`src/rtl/uart_imem_loader.sv`:
```
// uart_imem_loader: receives a framed program over UART 8N1 and
// writes it word by word into instruction memory, holding the CPU meanwhile.
module uart_imem_loader #(
    parameter int CLK_FREQ = 100_000_000,
    parameter int BAUD     = 115200,
    parameter int ADDR_W   = 8
) (
    input  logic              clk,
    input  logic              reset,
    input  logic              rx,
    output logic              imem_we,
    output logic [ADDR_W-1:0] imem_addr,
    output logic [31:0]       imem_wdata,
    output logic              cpu_hold,
    output logic              done,
    output logic              err
);

    localparam int CPB  = CLK_FREQ / BAUD;
    localparam int HALF = CPB / 2;
    localparam int CW   = $clog2(CPB + 1);

    localparam logic [CW-1:0] HALF_END = CW'(HALF - 1);
    localparam logic [CW-1:0] BIT_END  = CW'(CPB - 1);
    localparam logic [16:0]   DEPTH    = 17'(1 << ADDR_W);

    localparam logic [1:0] R_IDLE  = 2'd0;
    localparam logic [1:0] R_START = 2'd1;
    localparam logic [1:0] R_DATA  = 2'd2;
    localparam logic [1:0] R_STOP  = 2'd3;

    localparam logic [2:0] L_IDLE = 3'd0;
    localparam logic [2:0] L_CNT0 = 3'd1;
    localparam logic [2:0] L_CNT1 = 3'd2;
    localparam logic [2:0] L_DATA = 3'd3;
    localparam logic [2:0] L_DONE = 3'd4;

    logic          rx_meta;
    logic          rx_sync;
    logic [1:0]    r_state;
    logic [CW-1:0] cnt;
    logic [2:0]    bit_cnt;
    logic [7:0]    shreg;

    logic          stop_tick;
    logic          rx_valid;
    logic          frame_bad;
    logic [7:0]    rx_byte;

    logic [2:0]    l_state;
    logic [7:0]    cnt_lo;
    logic [15:0]   count;
    logic [15:0]   word_idx;
    logic [1:0]    byte_idx;
    logic [23:0]   wbuf;
    logic          fin;
    logic          in_range;

    // Two-flop synchronizer; resets to the idle (high) line level.
    always_ff @(posedge clk) begin
        if (!reset) begin
            rx_meta <= 1'b1;
            rx_sync <= 1'b1;
        end else begin
            rx_meta <= rx;
            rx_sync <= rx_meta;
        end
    end

    // Byte receiver: mid-bit sampling of start, 8 data bits and stop.
    always_ff @(posedge clk) begin
        if (!reset) begin
            r_state <= R_IDLE;
            cnt     <= '0;
            bit_cnt <= '0;
            shreg   <= '0;
        end else begin
            unique case (r_state)
                R_IDLE: begin
                    cnt     <= '0;
                    bit_cnt <= '0;
                    if (!rx_sync) r_state <= R_START;
                end
                R_START: begin
                    if (cnt == HALF_END) begin
                        cnt     <= '0;
                        r_state <= rx_sync ? R_IDLE : R_DATA;
                    end else begin
                        cnt <= cnt + 1'b1;
                    end
                end
                R_DATA: begin
                    if (cnt == BIT_END) begin
                        cnt     <= '0;
                        shreg   <= {rx_sync, shreg[7:1]};
                        bit_cnt <= bit_cnt + 3'd1;
                        if (bit_cnt == 3'd7) r_state <= R_STOP;
                    end else begin
                        cnt <= cnt + 1'b1;
                    end
                end
                R_STOP: begin
                    if (cnt == BIT_END) begin
                        cnt     <= '0;
                        r_state <= R_IDLE;
                    end else begin
                        cnt <= cnt + 1'b1;
                    end
                end
                default: r_state <= R_IDLE;
            endcase
        end
    end

    assign stop_tick = (r_state == R_STOP) && (cnt == BIT_END);
    assign rx_valid  = stop_tick && rx_sync;
    assign frame_bad = stop_tick && !rx_sync;
    assign rx_byte   = shreg;
    assign in_range  = {1'b0, word_idx} < DEPTH;

    // Frame loader: header, count, then little-endian words into imem.
    always_ff @(posedge clk) begin
        if (!reset) begin
            l_state    <= L_IDLE;
            cnt_lo     <= '0;
            count      <= '0;
            word_idx   <= '0;
            byte_idx   <= '0;
            wbuf       <= '0;
            fin        <= 1'b0;
            imem_we    <= 1'b0;
            imem_addr  <= '0;
            imem_wdata <= '0;
            cpu_hold   <= 1'b0;
            done       <= 1'b0;
            err        <= 1'b0;
        end else begin
            imem_we <= 1'b0;
            done    <= 1'b0;
            if (frame_bad) begin
                err      <= 1'b1;
                cpu_hold <= 1'b0;
                fin      <= 1'b0;
                l_state  <= L_IDLE;
            end else begin
                unique case (l_state)
                    L_IDLE: begin
                        if (rx_valid && rx_byte == 8'hA5) begin
                            l_state  <= L_CNT0;
                            cpu_hold <= 1'b1;
                        end
                    end
                    L_CNT0: begin
                        if (rx_valid) begin
                            cnt_lo  <= rx_byte;
                            l_state <= L_CNT1;
                        end
                    end
                    L_CNT1: begin
                        if (rx_valid) begin
                            count    <= {rx_byte, cnt_lo};
                            word_idx <= '0;
                            byte_idx <= '0;
                            fin      <= 1'b0;
                            if ({rx_byte, cnt_lo} == 16'd0) begin
                                l_state  <= L_DONE;
                                done     <= 1'b1;
                                cpu_hold <= 1'b0;
                            end else begin
                                l_state <= L_DATA;
                            end
                        end
                    end
                    L_DATA: begin
                        if (fin) begin
                            // done trails the final write by one cycle
                            l_state  <= L_DONE;
                            done     <= 1'b1;
                            cpu_hold <= 1'b0;
                            fin      <= 1'b0;
                        end else if (rx_valid) begin
                            byte_idx <= byte_idx + 2'd1;
                            if (byte_idx == 2'd3) begin
                                if (in_range) begin
                                    imem_we    <= 1'b1;
                                    imem_addr  <= word_idx[ADDR_W-1:0];
                                    imem_wdata <= {rx_byte, wbuf};
                                end
                                word_idx <= word_idx + 16'd1;
                                fin      <= (word_idx == count - 16'd1);
                            end else begin
                                wbuf <= {rx_byte, wbuf[23:8]};
                            end
                        end
                    end
                    L_DONE: l_state <= L_IDLE;
                    default: l_state <= L_IDLE;
                endcase
            end
        end
    end

endmodule

```
`config.mk`:
```
export PLATFORM = sky130hd
export DESIGN_NAME = uart_imem_loader
export DESIGN_NICKNAME = d
export VERILOG_FILES = /design/src/rtl/uart_imem_loader.sv
export SDC_FILE = /design/constraint.sdc
export NUM_CORES = 1
export LEC_CHECK = 0
export ABC_AREA = 1
export CORE_UTILIZATION = 32
export CTS_CLUSTER_DIAMETER = 40
export CTS_CLUSTER_SIZE = 40
export DETAILED_ROUTE_END_ITERATION = 12
export GPL_ROUTABILITY_DRIVEN = 0
export HOLD_SLACK_MARGIN = 0.02
export SETUP_SLACK_MARGIN = 0.05
export SYNTH_ARGS = -nofsm -noshare
export SYNTH_HDL_FRONTEND = slang
export SYNTH_SLANG_ARGS = --single-unit
export TNS_END_PERCENT = 20
```
`constraint.sdc`:
```
create_clock -name clk -period 2.47 [get_ports clk]
set_clock_uncertainty 0.05 [all_clocks]
set_input_delay 0.494 -clock clk [delete_from_list [all_inputs] [get_ports clk]]
set_output_delay 0.494 -clock clk [all_outputs]
set_load 0.03 [all_outputs]
```
==> results of run 1 <==
where the power goes:
part	leakage [nW]	internal [mW]	switching, mW
sequential	1.12	2.25	0.00732
clock	0.298	1.54	1.11
combinational	1.78	0.0258	0.0649
total	3.20	3.82	1.18
layout make-up:
type | count | area (um2)
clock buffers | 17 | 425.4
clock inverters | 15 | 196.4
fillers | 1857 | 10820
inverters | 69 | 262.8
multi-input cells | 592 | 2867
flip-flops and latches | 139 | 2783
well taps | 229 | 286.5
repair buffers | 58 | 570.5
worst max-delay path: stages, from the launching register on:
cell and delay, ns:
dfxtp_1 0.37, inv_1 0.14, nand2_1 0.08, nor4_2 0.33, nand4_1 0.38, nor2_8 0.30, inv_2 0.23, nor2_1 0.17
nor2_1 0.07
kinds of logic after synthesis:
logic type | share of synthesized area
and+or+nand+nor | 0.2540
DFF | 0.4611
AOI/OAI and AO/OA | 0.1661
buffers and inverters | 0.06656
adders and majority gates | 0.01451
xor gates and xnor gates | 0.03774
state kept, by name, summed over array words and instances (netlist names), 2 cells and up, named ones only:
name and flops:
bit_cnt 3, byte_idx 2, cnt 10, cnt_lo 8, count 16, imem_addr 8
imem_wdata 32, l_state 3, rx_byte 8, wbuf 24, word_idx 16
per-stage QoR:
stage | power (mW) | std cells
final | 4.999 | 1119
after global routing | 5.151 | 1119
after CTS | 5.048 | 1116
after detailed placement | 2.396 | 1084
after global placement | 2.396 | 1084
after floorplan | 2.368 | 830
timing repair:
action / 4_1_cts / 5_1_grt
resized for setup: 0 / 4
endpoints found under the hold margin: 0 / 0
buffers inserted: 0 / 3
setup endpoints to repair: 0 / 74
hold buffers: 0 / 0
how the worst min path moves through the flow:
stage / from / end / slack (ns) / cells past startpoint
after floorplan: rx_meta$_SDFF_PN1_ / rx_sync$_SDFF_PN1_ / 0.34 / 1
after global placement: rx_meta$_SDFF_PN1_ / rx_sync$_SDFF_PN1_ / 0.35 / 1
after detailed placement: rx_meta$_SDFF_PN1_ / rx_sync$_SDFF_PN1_ / 0.35 / 1
after CTS: rx_meta$_SDFF_PN1_ / rx_sync$_SDFF_PN1_ / 0.37 / 1
after global routing: rx_meta$_SDFF_PN1_ / rx_sync$_SDFF_PN1_ / 0.39 / 1
final: rx_meta$_SDFF_PN1_ / rx_sync$_SDFF_PN1_ / 0.37 / 1
routing by layer:
metal  GRT usage  vias up
met3     0.03407       10
met1      0.2235     2485
li1            -     2799
met5           0        -
met2      0.2473      109
met4     0.04561        0
placed cells by master, fill, tap and decap left out, types with 3 or more instances in the layout:
master,n
nor2_1,174
dfxtp_1,139
nand2_1,118
o21ai_0,104
a21oi_1,73
inv_1,63
clkdlybuf4s50_1,45
nand3_1,27
xor2_1,17
clkbuf_16,17
nor3_1,11
o21ai_1,11
buf_4,10
nand4_1,9
xnor2_1,9
ha_1,7
inv_2,5
nor2_2,4
inv_6,4
inv_8,4
nor2_4,3
or2_2,3
clkinvlp_4,3
==> metrics.log, run 1 <==
INFO  metric fin_nets = 887
INFO  metric synth_enable_flop_cells = 0
INFO  metric setup_viol = 0
INFO  metric min_path_type = flip-flop to flip-flop
INFO  metric worst_setup_endpoint = imem_wdata[4]$_SDFFE_PN0P_
INFO  metric cts_made_buffers = 17
INFO  metric worstSetupStartpoint = word_idx[8]$_SDFFE_PN0P_
INFO  metric synth.cells.most_frequent = nor2_1 (174), dfxtp_1 (139), nand2_1 (118), o21ai_0 (104), a21oi_1 (73)
INFO  metric tightestPinTransition = 0.5254 ns
INFO  metric topRoutingLayerUsed = met4
INFO  metric die-area = 19,410 um2
INFO  metric power_per_cell_area = 676.4 nW/um2
INFO  metric drv.max_cap_violation_count = 0
INFO  metric port_buffers = 46
INFO  metric worst_ir_drop_vdd = 0.0004485 V
INFO  metric outcome = finished, final reports clean
INFO  metric finalHoldWorstSlack = 0.3655 ns
INFO  metric final.setup.worst_slack = 0.2533 ns
INFO  metric synthCells = 830
INFO  metric yosysTopAreaCell = dfxtp_1
INFO  metric synthesis.nets = 840
INFO  metric global_route.overflow_total = 0
INFO  metric route.vias.total = 5,403
INFO  metric critical_path_peak_fanout = 28
INFO  metric clk_pin_slew = 0.06 ns
INFO  metric worstPathRequired = 2.73 ns
INFO  metric ios = 47
INFO  metric cts-root-to-sink-buffers = 2
INFO  metric yosys.area.top_type_share = 0.4611
INFO  metric postSynthAreaPerCell = 7.271 um2
INFO  metric yosys_register_bits = 139
INFO  metric met3_length = 515 um
INFO  metric setup_tns = 0 ns
INFO  metric setup.reg_to_reg.worst_slack = 0.25 ns
INFO  metric finalCritPeriodShare = 0.8975
INFO  metric layout-area-overhead-vs-synth = 22.48%
INFO  metric yosysUniqueCellTypes = 39
INFO  metric post_dp_cell_area = 6726 um2
INFO  metric synth.area.top_cells = dfxtp_1 (46%), nor2_1 (11%), o21ai_0 (8.6%)
INFO  metric antenna_left = 0
INFO  metric die_y = 139.3 um
INFO  metric timing.slew.headroom = 0.6497
INFO  metric antenna_cells = 0
INFO  metric grt_first_pass_wirelength = 24,940 um
INFO  metric routed-wl-met2 = 6620 um
INFO  metric r2r_end = imem_wdata[4]$_SDFFE_PN0P_
INFO  metric ys_seq_area_frac = 0.4611
INFO  metric final_design_area_no_fill = 7391 um2
INFO  metric cts_tree = done
INFO  metric setup.worst_path.start_class = flip-flop
INFO  metric worst_path_arrival = 2.48 ns
INFO  metric initial_util = 0.3314
INFO  metric avgViaCountPerCell = 4.828
INFO  metric grt_max_degree = 50
INFO  metric num_rows = 49
INFO  metric totalWireLength = 14,900 um
INFO  metric number_of_global_route_vias_before_repair = 4,934
INFO  metric post-route-drc-count = 0
INFO  metric iteration_0_drc_count_of_the_detailed_router = 381
INFO  metric post_route_cells_drive_above_1_share = 0.07865
INFO  metric ys_warn_count = 0
INFO  metric number_of_antenna_violations_at_the_first_check_in_global_routing = 0
INFO  metric worst_slack_placed = 0.1608 ns
INFO  metric synth_async_sr_flop_share = 0
INFO  metric worst_skew_pair.late_latency = 0.42 ns
INFO  metric post-dp-hpwl = 10,340 um
INFO  metric synth.cell_area = 6035 um2
INFO  metric ff2ff_path_depth = 8
INFO  metric htreeDepth = 4
INFO  metric root_buffer = clkbuf_16
INFO  metric met1Wirelength = 7629 um
INFO  metric core_area = 18,210 um2
INFO  metric detailedRoute.firstPassIterationCount = 5
INFO  metric finalHoldViolations = 0
INFO  metric min_period = 2.217 ns
INFO  metric die_x = 139.3 um
INFO  metric grt_setup_unrepaired = no
INFO  metric numClockSinks = 139
INFO  metric critPathCaptureType = flip-flop
INFO  metric crit-reg2reg-launch = word_idx[8]$_SDFFE_PN0P_
INFO  metric path_class = flip-flop to flip-flop
INFO  metric avgRoutedWirePerCell = 13.31 um
INFO  metric grtUsageTotal = 0.1601
INFO  metric yosysMostFrequentCell = nor2_1
INFO  metric fmaxAchievable = 451.1 MHz
INFO  metric synth-main-ff-cell = dfxtp_1
INFO  metric final-max-slew-violation-count = 0
INFO  metric utilization = 0.4059
INFO  metric leakagePower = 3.198 nW
Power figures use the tool's default switching activity.
==> run 2, diff against run 1 <==
Settings changed: GPL_ROUTABILITY_DRIVEN 0 to 1, RECOVER_POWER set to 25.
==> metrics.log, run 2 (synthesis gave the netlist of run 1 again) <==
INFO  metric worst_ir_drop_vdd = 0.0004508 V
INFO  metric cts-root-to-sink-buffers = 2
INFO  metric finalHoldViolations = 0
INFO  metric root_buffer = clkbuf_16
INFO  metric critPathCaptureType = flip-flop
INFO  metric grtUsageTotal = 0.1601
INFO  metric cts_hold_buf = 0
INFO  metric path_class = flip-flop to flip-flop
INFO  metric htreeDepth = 4
INFO  metric setup_viol = 0
INFO  metric max_stage_delay = 0.38 ns
INFO  metric iteration_0_drc_count_of_the_detailed_router = 382
INFO  metric worst_path_most_repeated_cell = nor2_1
INFO  metric fin_nets = 887
INFO  metric worst_path_arrival = 2.48 ns
INFO  metric clk_pin_slew = 0.06 ns
INFO  metric antenna_cells = 0
INFO  metric detailedRoute.firstPassIterationCount = 7
INFO  metric number_of_global_route_vias_before_repair = 4,934
INFO  metric post_route_cells_drive_above_1_share = 0.07640
INFO  metric worstPathRequired = 2.73 ns
INFO  metric totalWireLength = 14,890 um
INFO  metric critical_path_peak_fanout = 28
INFO  metric drv.max_cap_violation_count = 0
INFO  metric ios = 47
INFO  metric setup.worst_path.start_class = flip-flop
INFO  metric worst_skew_pair.late_latency = 0.42 ns
INFO  metric power_per_cell_area = 677.3 nW/um2
INFO  metric die_x = 139.3 um
INFO  metric antenna_left = 0
INFO  metric finalCritPeriodShare = 0.8964
INFO  metric grt_max_degree = 50
INFO  metric timing.slew.headroom = 0.5693
INFO  metric final_common_cell = nor2_1
INFO  metric fillCellCount = 1,855
INFO  metric grt_first_pass_wirelength = 24,940 um
INFO  metric fmaxAchievable = 451.6 MHz
INFO  metric die_y = 139.3 um
INFO  metric min_period = 2.214 ns
INFO  metric critical_path.slowest_cell = nand4_1
INFO  metric numClockSinks = 139
INFO  metric layout_top_registers = imem_wdata: 32 flops, wbuf: 24 flops
INFO  metric route.vias.total = 5,405
INFO  metric cts_made_buffers = 17
INFO  metric port_buffers = 46
INFO  metric highest_count_cells_in_the_layout_ignoring_fill_and_taps = nor2_1 (175), dfxtp_1 (139), nand2_1 (118)
INFO  metric p_total = 5.002 mW
INFO  metric num_rows = 49
INFO  metric largest_register_ff_count = 32
INFO  metric min_path_type = flip-flop to flip-flop
INFO  metric post-route-drc-count = 0
INFO  metric worstPathCellList = inv_1 -> nand2_1 -> nor4_2 -> nand4_1 -> nor2_8 -> inv_2 -> nor2_1 -> nor2_1
INFO  metric globalplace.congestion = 0.8588
INFO  metric post-dp-hpwl = 10,340 um
INFO  metric number_of_antenna_violations_at_the_first_check_in_global_routing = 0
INFO  metric initial_util = 0.3314
INFO  metric layout-area-overhead-vs-synth = 22.37%
INFO  metric worst_slack_placed = 0.1608 ns
INFO  metric avgRoutedWirePerCell = 13.31 um
INFO  metric outcome = finished, final reports clean
INFO  metric core_area = 18,210 um2
INFO  metric largest_register = imem_wdata
INFO  metric final.setup.worst_slack = 0.2559 ns
INFO  metric die-area = 19,410 um2
INFO  metric avgViaCountPerCell = 4.830
INFO  metric tightestPinTransition = 0.6460 ns
INFO  metric leakagePower = 3.263 nW
INFO  metric final-max-slew-violation-count = 0
INFO  metric global_route.overflow_total = 0
INFO  metric setup_tns = 0 ns
INFO  metric grt_setup_unrepaired = no
INFO  metric cts_tree = done
==> run 2: cell types whose count changed in the layout (fill, tap and decap cells not counted) <==
cell / previous run / this run
buf_4: 10 / 9
clkbuf_1: 0 / 1
clkdlybuf4s50_1: 45 / 26
dlygate4sd3_1: 0 / 19
nor2_1: 174 / 175
nor2_2: 4 / 3
==> run 2: metrics by stage <==
| stage | util | hold WS [ns] | instance area (um2) | std cells |
|---|---|---|---|---|
| finish | 0.4056 | 0.3655 | 7385 | 1119 |
| CTS | 0.4036 | 0.3679 | 7348 | 1116 |
| floorplan | - | 0.3425 | 6035 | 830 |
| detailed placement | 0.3694 | 0.3514 | 6726 | 1084 |
| global route | 0.4056 | 0.3852 | 7385 | 1119 |
| global placement | 0.3694 | 0.3488 | 6726 | 1084 |
==> run 2: cell type report <==
cell class | instances | area, um2 | area share
timing repair buffer | 58 | 566.8 | 0.07675
clock buffer | 17 | 425.4 | 0.05761
sequential | 139 | 2783 | 0.3768
clock inverter | 15 | 196.4 | 0.02660
tap | 229 | 286.5 | 0.03880
inverter | 69 | 262.8 | 0.03558
multi-input combinational | 592 | 2864 | 0.3878
==> run 2: report_power, final <==
group | switching (mW) | internal [mW] | total (mW) | leakage (nW)
registers | 0.00729 | 2.25 | 2.26 | 1.12
logic | 0.0641 | 0.0258 | 0.0899 | 1.84
clock network | 1.11 | 1.54 | 2.66 | 0.298
==> run 2: worst max-delay path, delay by kind of cell (launching register included) <==
kind / cells / cell delay (ns)
buf+inv: 2 / 0.37
simple gates: 6 / 1.32
flops: 1 / 0.37
==> run 2: repair_timing <==
action	4_1_cts	5_1_grt
setup endpoints to repair	0	74
buffers inserted	0	3
gates resized for setup	0	4
==> run 2: layer usage <==
metal	GRT usage	vias up	part of all wire
li1	-	2800	-
met1	0.2235	2486	0.51
met2	0.2473	109	0.45
met3	0.03407	10	0.035
met4	0.04561	0	0.0090
met5	0	-	0
==> run 2: path summary, 6_finish.rpt <==
kind                                                from                          to  cells after the start  slack [ns]
worst max-delay path            word_idx[8]$_SDFFE_PN0P_  imem_wdata[4]$_SDFFE_PN0P_                      8        0.26
worst min-delay path                  rx_meta$_SDFF_PN1_          rx_sync$_SDFF_PN1_                      1        0.37
worst max register to register  word_idx[8]$_SDFFE_PN0P_  imem_wdata[4]$_SDFFE_PN0P_                      8        0.26
worst min register to register        rx_meta$_SDFF_PN1_          rx_sync$_SDFF_PN1_                      1        0.37
==> run 3, diff against run 2 <==
Settings changed: ABC_AREA 1 to unset, DONT_BUFFER_PORTS set to 1.
==> metrics.log, run 3 <==
INFO  metric worst_path_most_repeated_cell = o31ai_1
INFO  metric final-max-slew-violation-count = 0
INFO  metric postSynthAreaPerCell = 8.586 um2
INFO  metric synth.cells.most_frequent = nand2_1 (146), dfxtp_1 (139), a21boi_0 (67), nor2_1 (40), clkbuf_1 (38)
INFO  metric critical_path.slowest_cell = or4_1
INFO  metric cts-root-to-sink-buffers = 2
INFO  metric setup_tns = 0 ns
INFO  metric fillCellCount = 1,916
INFO  metric layout_top_registers = imem_wdata: 32 flops, wbuf: 24 flops
INFO  metric synth_enable_flop_cells = 0
INFO  metric grt_max_degree = 111
INFO  metric cts_made_buffers = 17
INFO  metric worst_path_arrival = 2.62 ns
INFO  metric min_path_type = input port to flip-flop
INFO  metric setup.worst_path.start_class = flip-flop
INFO  metric highest_count_cells_in_the_layout_ignoring_fill_and_taps = nand2_1 (146), dfxtp_1 (139), a21boi_0 (67)
INFO  metric route.vias.total = 4,847
INFO  metric antenna_left = 0
INFO  metric num_rows = 50
INFO  metric post_dp_cell_area = 6610 um2
INFO  metric iteration_0_drc_count_of_the_detailed_router = 265
INFO  metric core_area = 18,830 um2
INFO  metric fin_cells = 1,000
INFO  metric die_x = 141.0 um
INFO  metric worst_ir_drop_vdd = 0.0004368 V
INFO  metric ys_warn_count = 0
INFO  metric yosysTopAreaCell = dfxtp_1
INFO  metric finalHoldWorstSlack = 0.09251 ns
INFO  metric worstPathRequired = 2.75 ns
INFO  metric timing.slew.headroom = 0.5266
INFO  metric largest_register = imem_wdata
INFO  metric cts_hold_buf = 0
INFO  metric cts_setup_buffers = 0
INFO  metric layout-area-overhead-vs-synth = 16.39%
INFO  metric globalplace.congestion = 0.8895
INFO  metric die_y = 141.0 um
INFO  metric worst_skew_pair.late_latency = 0.42 ns
INFO  metric initial_util = 0.3283
INFO  metric final_design_area_no_fill = 7196 um2
INFO  metric synth.cell_area = 6182 um2
INFO  metric root_buffer = clkbuf_16
INFO  metric grt_first_pass_wirelength = 23,390 um
INFO  metric grtUsageTotal = 0.1511
INFO  metric leakagePower = 2.346 nW
INFO  metric numClockSinks = 139
INFO  metric yosysUniqueCellTypes = 60
INFO  metric antenna_cells = 0
INFO  metric ff2ff_path_depth = 8
INFO  metric cts_tree = done
INFO  metric detailedRoute.firstPassIterationCount = 4
INFO  metric timing.hold.worst_path_depth = 1
INFO  metric largest_register_ff_count = 32
INFO  metric drv.max_cap_violation_count = 0
INFO  metric synthesis.nets = 730
INFO  metric setup_viol = 0
INFO  metric path_class = flip-flop to flip-flop
INFO  metric multi_input_comb_area = 3188 um2
INFO  metric synth_async_sr_flop_share = 0
INFO  metric timing.critical_path.max_delay_family = simple AND/OR/NAND/NOR gates
INFO  metric critPathCaptureType = flip-flop
INFO  metric fmaxAchievable = 426.7 MHz
INFO  metric yosysMostFrequentCell = nand2_1
INFO  metric dp.cells = 968
INFO  metric grt_setup_unrepaired = yes
INFO  metric totalWireLength = 14,330 um
INFO  metric post_route_cells_drive_above_1_share = 0.1081
INFO  metric finalCritPeriodShare = 0.9489
INFO  metric fin_nets = 737
INFO  metric die-area = 19,880 um2
INFO  metric power_per_cell_area = 660.1 nW/um2
INFO  metric tightestPinTransition = 0.7047 ns
INFO  metric global_route.overflow_total = 0
INFO  metric outcome = finished, final reports clean
INFO  metric worstSetupPathDepth = 8
INFO  metric worstPathCellList = ha_1 -> and4bb_2 -> nand3_1 -> o31ai_1 -> buf_4 -> or4_1 -> nand4bb_1 -> o31ai_1
INFO  metric post-dp-hpwl = 9783 um
INFO  metric final_common_cell = nand2_1
INFO  metric critical_path_peak_fanout = 5
INFO  metric clk_pin_slew = 0.06 ns
INFO  metric finalHoldViolations = 0
INFO  metric utilization = 0.3821
INFO  metric ios = 47
INFO  metric avgRoutedWirePerCell = 14.33 um
INFO  metric synthCells = 720
INFO  metric htreeDepth = 4
INFO  metric yosys_register_bits = 139
INFO  metric register_area = 2783 um2
INFO  metric avgViaCountPerCell = 4.847
INFO  metric yosys.area.top_type_share = 0.4501
INFO  metric port_buffers = 0
INFO  metric number_of_antenna_violations_at_the_first_check_in_global_routing = 0
INFO  metric synth-main-ff-cell = dfxtp_1
INFO  metric number_of_global_route_vias_before_repair = 4,471
INFO  metric max_stage_delay = 0.51 ns
INFO  metric synth.area.top_cells = dfxtp_1 (45%), nand2_1 (8.9%), a21boi_0 (8.1%)
INFO  metric crit_buf_inv = 1
INFO  metric post-route-drc-count = 0
INFO  metric min_period = 2.344 ns
INFO  metric ys_seq_area_frac = 0.4501
-- run 3: cell types whose count changed after synthesis, moves of 10 or more --
cell / delta
a21boi_0: +67
buf_2: -10
nor2_1: -134
mux2i_1: +26
a21oi_1: -62
o21ai_1: -10
clkbuf_1: +24
xnor2_1: +18
nor2b_1: +33
nand2_1: +28
o21ai_0: -95
inv_1: -47
-- run 3: report_power, final --
| group | total [mW] | internal, mW | switching (mW) |
|---|---|---|---|
| Combinational | 0.0437 | 0.0286 | 0.0151 |
| Clock | 2.46 | 1.43 | 1.03 |
| Sequential | 2.25 | 2.24 | 0.00223 |
| Total | 4.75 | 3.70 | 1.05 |
-- run 3: final cells by class --
cell class,count,area share
repair buffers,32,0.03686
flip-flops and latches,139,0.3867
clock buffers,18,0.06103
multi-input cells,521,0.4431
well taps,260,0.04521
inverters,16,0.008346
clock inverters,14,0.01878
-- run 3: worst reg2reg max path, stage by stage, from the launching register on --
cell and delay (ns):
dfxtp_1 0.35, ha_1 0.26, and4bb_2 0.26, nand3_1 0.12
o31ai_1 0.10, buf_4 0.16, or4_1 0.51, nand4bb_1 0.20
o31ai_1 0.24
-- run 3: final timing paths --
check / from / to / slack [ns]
max: cnt[0]$_SDFF_PN0_ / fin$_SDFFE_PP0P_ / 0.13
min: reset / rx_meta$_SDFF_PN1_ / 0.09
max reg2reg: cnt[0]$_SDFF_PN0_ / fin$_SDFFE_PP0P_ / 0.13
min reg2reg: rx_meta$_SDFF_PN1_ / rx_sync$_SDFF_PN1_ / 0.36
-- run 3: through the flow --
stage / setup WS [ns] / power (mW)
4_1_cts: 0.1215 / 4.814
6_report: 0.1263 / 4.750
5_1_grt: 0.02050 / 4.916
3_3_place_gp: 0.1855 / 2.340
3_5_place_dp: 0.1323 / 2.341
2_1_floorplan: 0.07206 / 2.348
-- run 3: layer usage --
metal | vias to the layer above | part of all wire | global-route usage
met3 | 15 | 0.039 | 0.03906
li1 | 2480 | - | -
met4 | 0 | 0.014 | 0.05263
met1 | 2274 | 0.50 | 0.2049
met2 | 78 | 0.45 | 0.2315
met5 | - | 0 | 0
-- run 3: kinds of logic (layout without fill, tap and decap cells) --
logic type | count (synthesis) | after routing | synth area share
AO/OA/AOI/OAI | 130 | 130 | 0.1514
AND/OR/NAND/NOR | 318 | 318 | 0.2463
adder cells (fa/ha/maj) | 7 | 7 | 0.01417
buffers and inverters | 60 | 80 | 0.03886
XOR/XNOR | 39 | 39 | 0.05525
multiplexers | 27 | 27 | 0.04392
flip-flops | 139 | 139 | 0.4501
-- run 3: what timing repair did --
item / in CTS / in global routing
gates resized for setup: 0 / 2
setup endpoints to repair: 0 / 42
endpoints found under the hold margin: 0 / 0
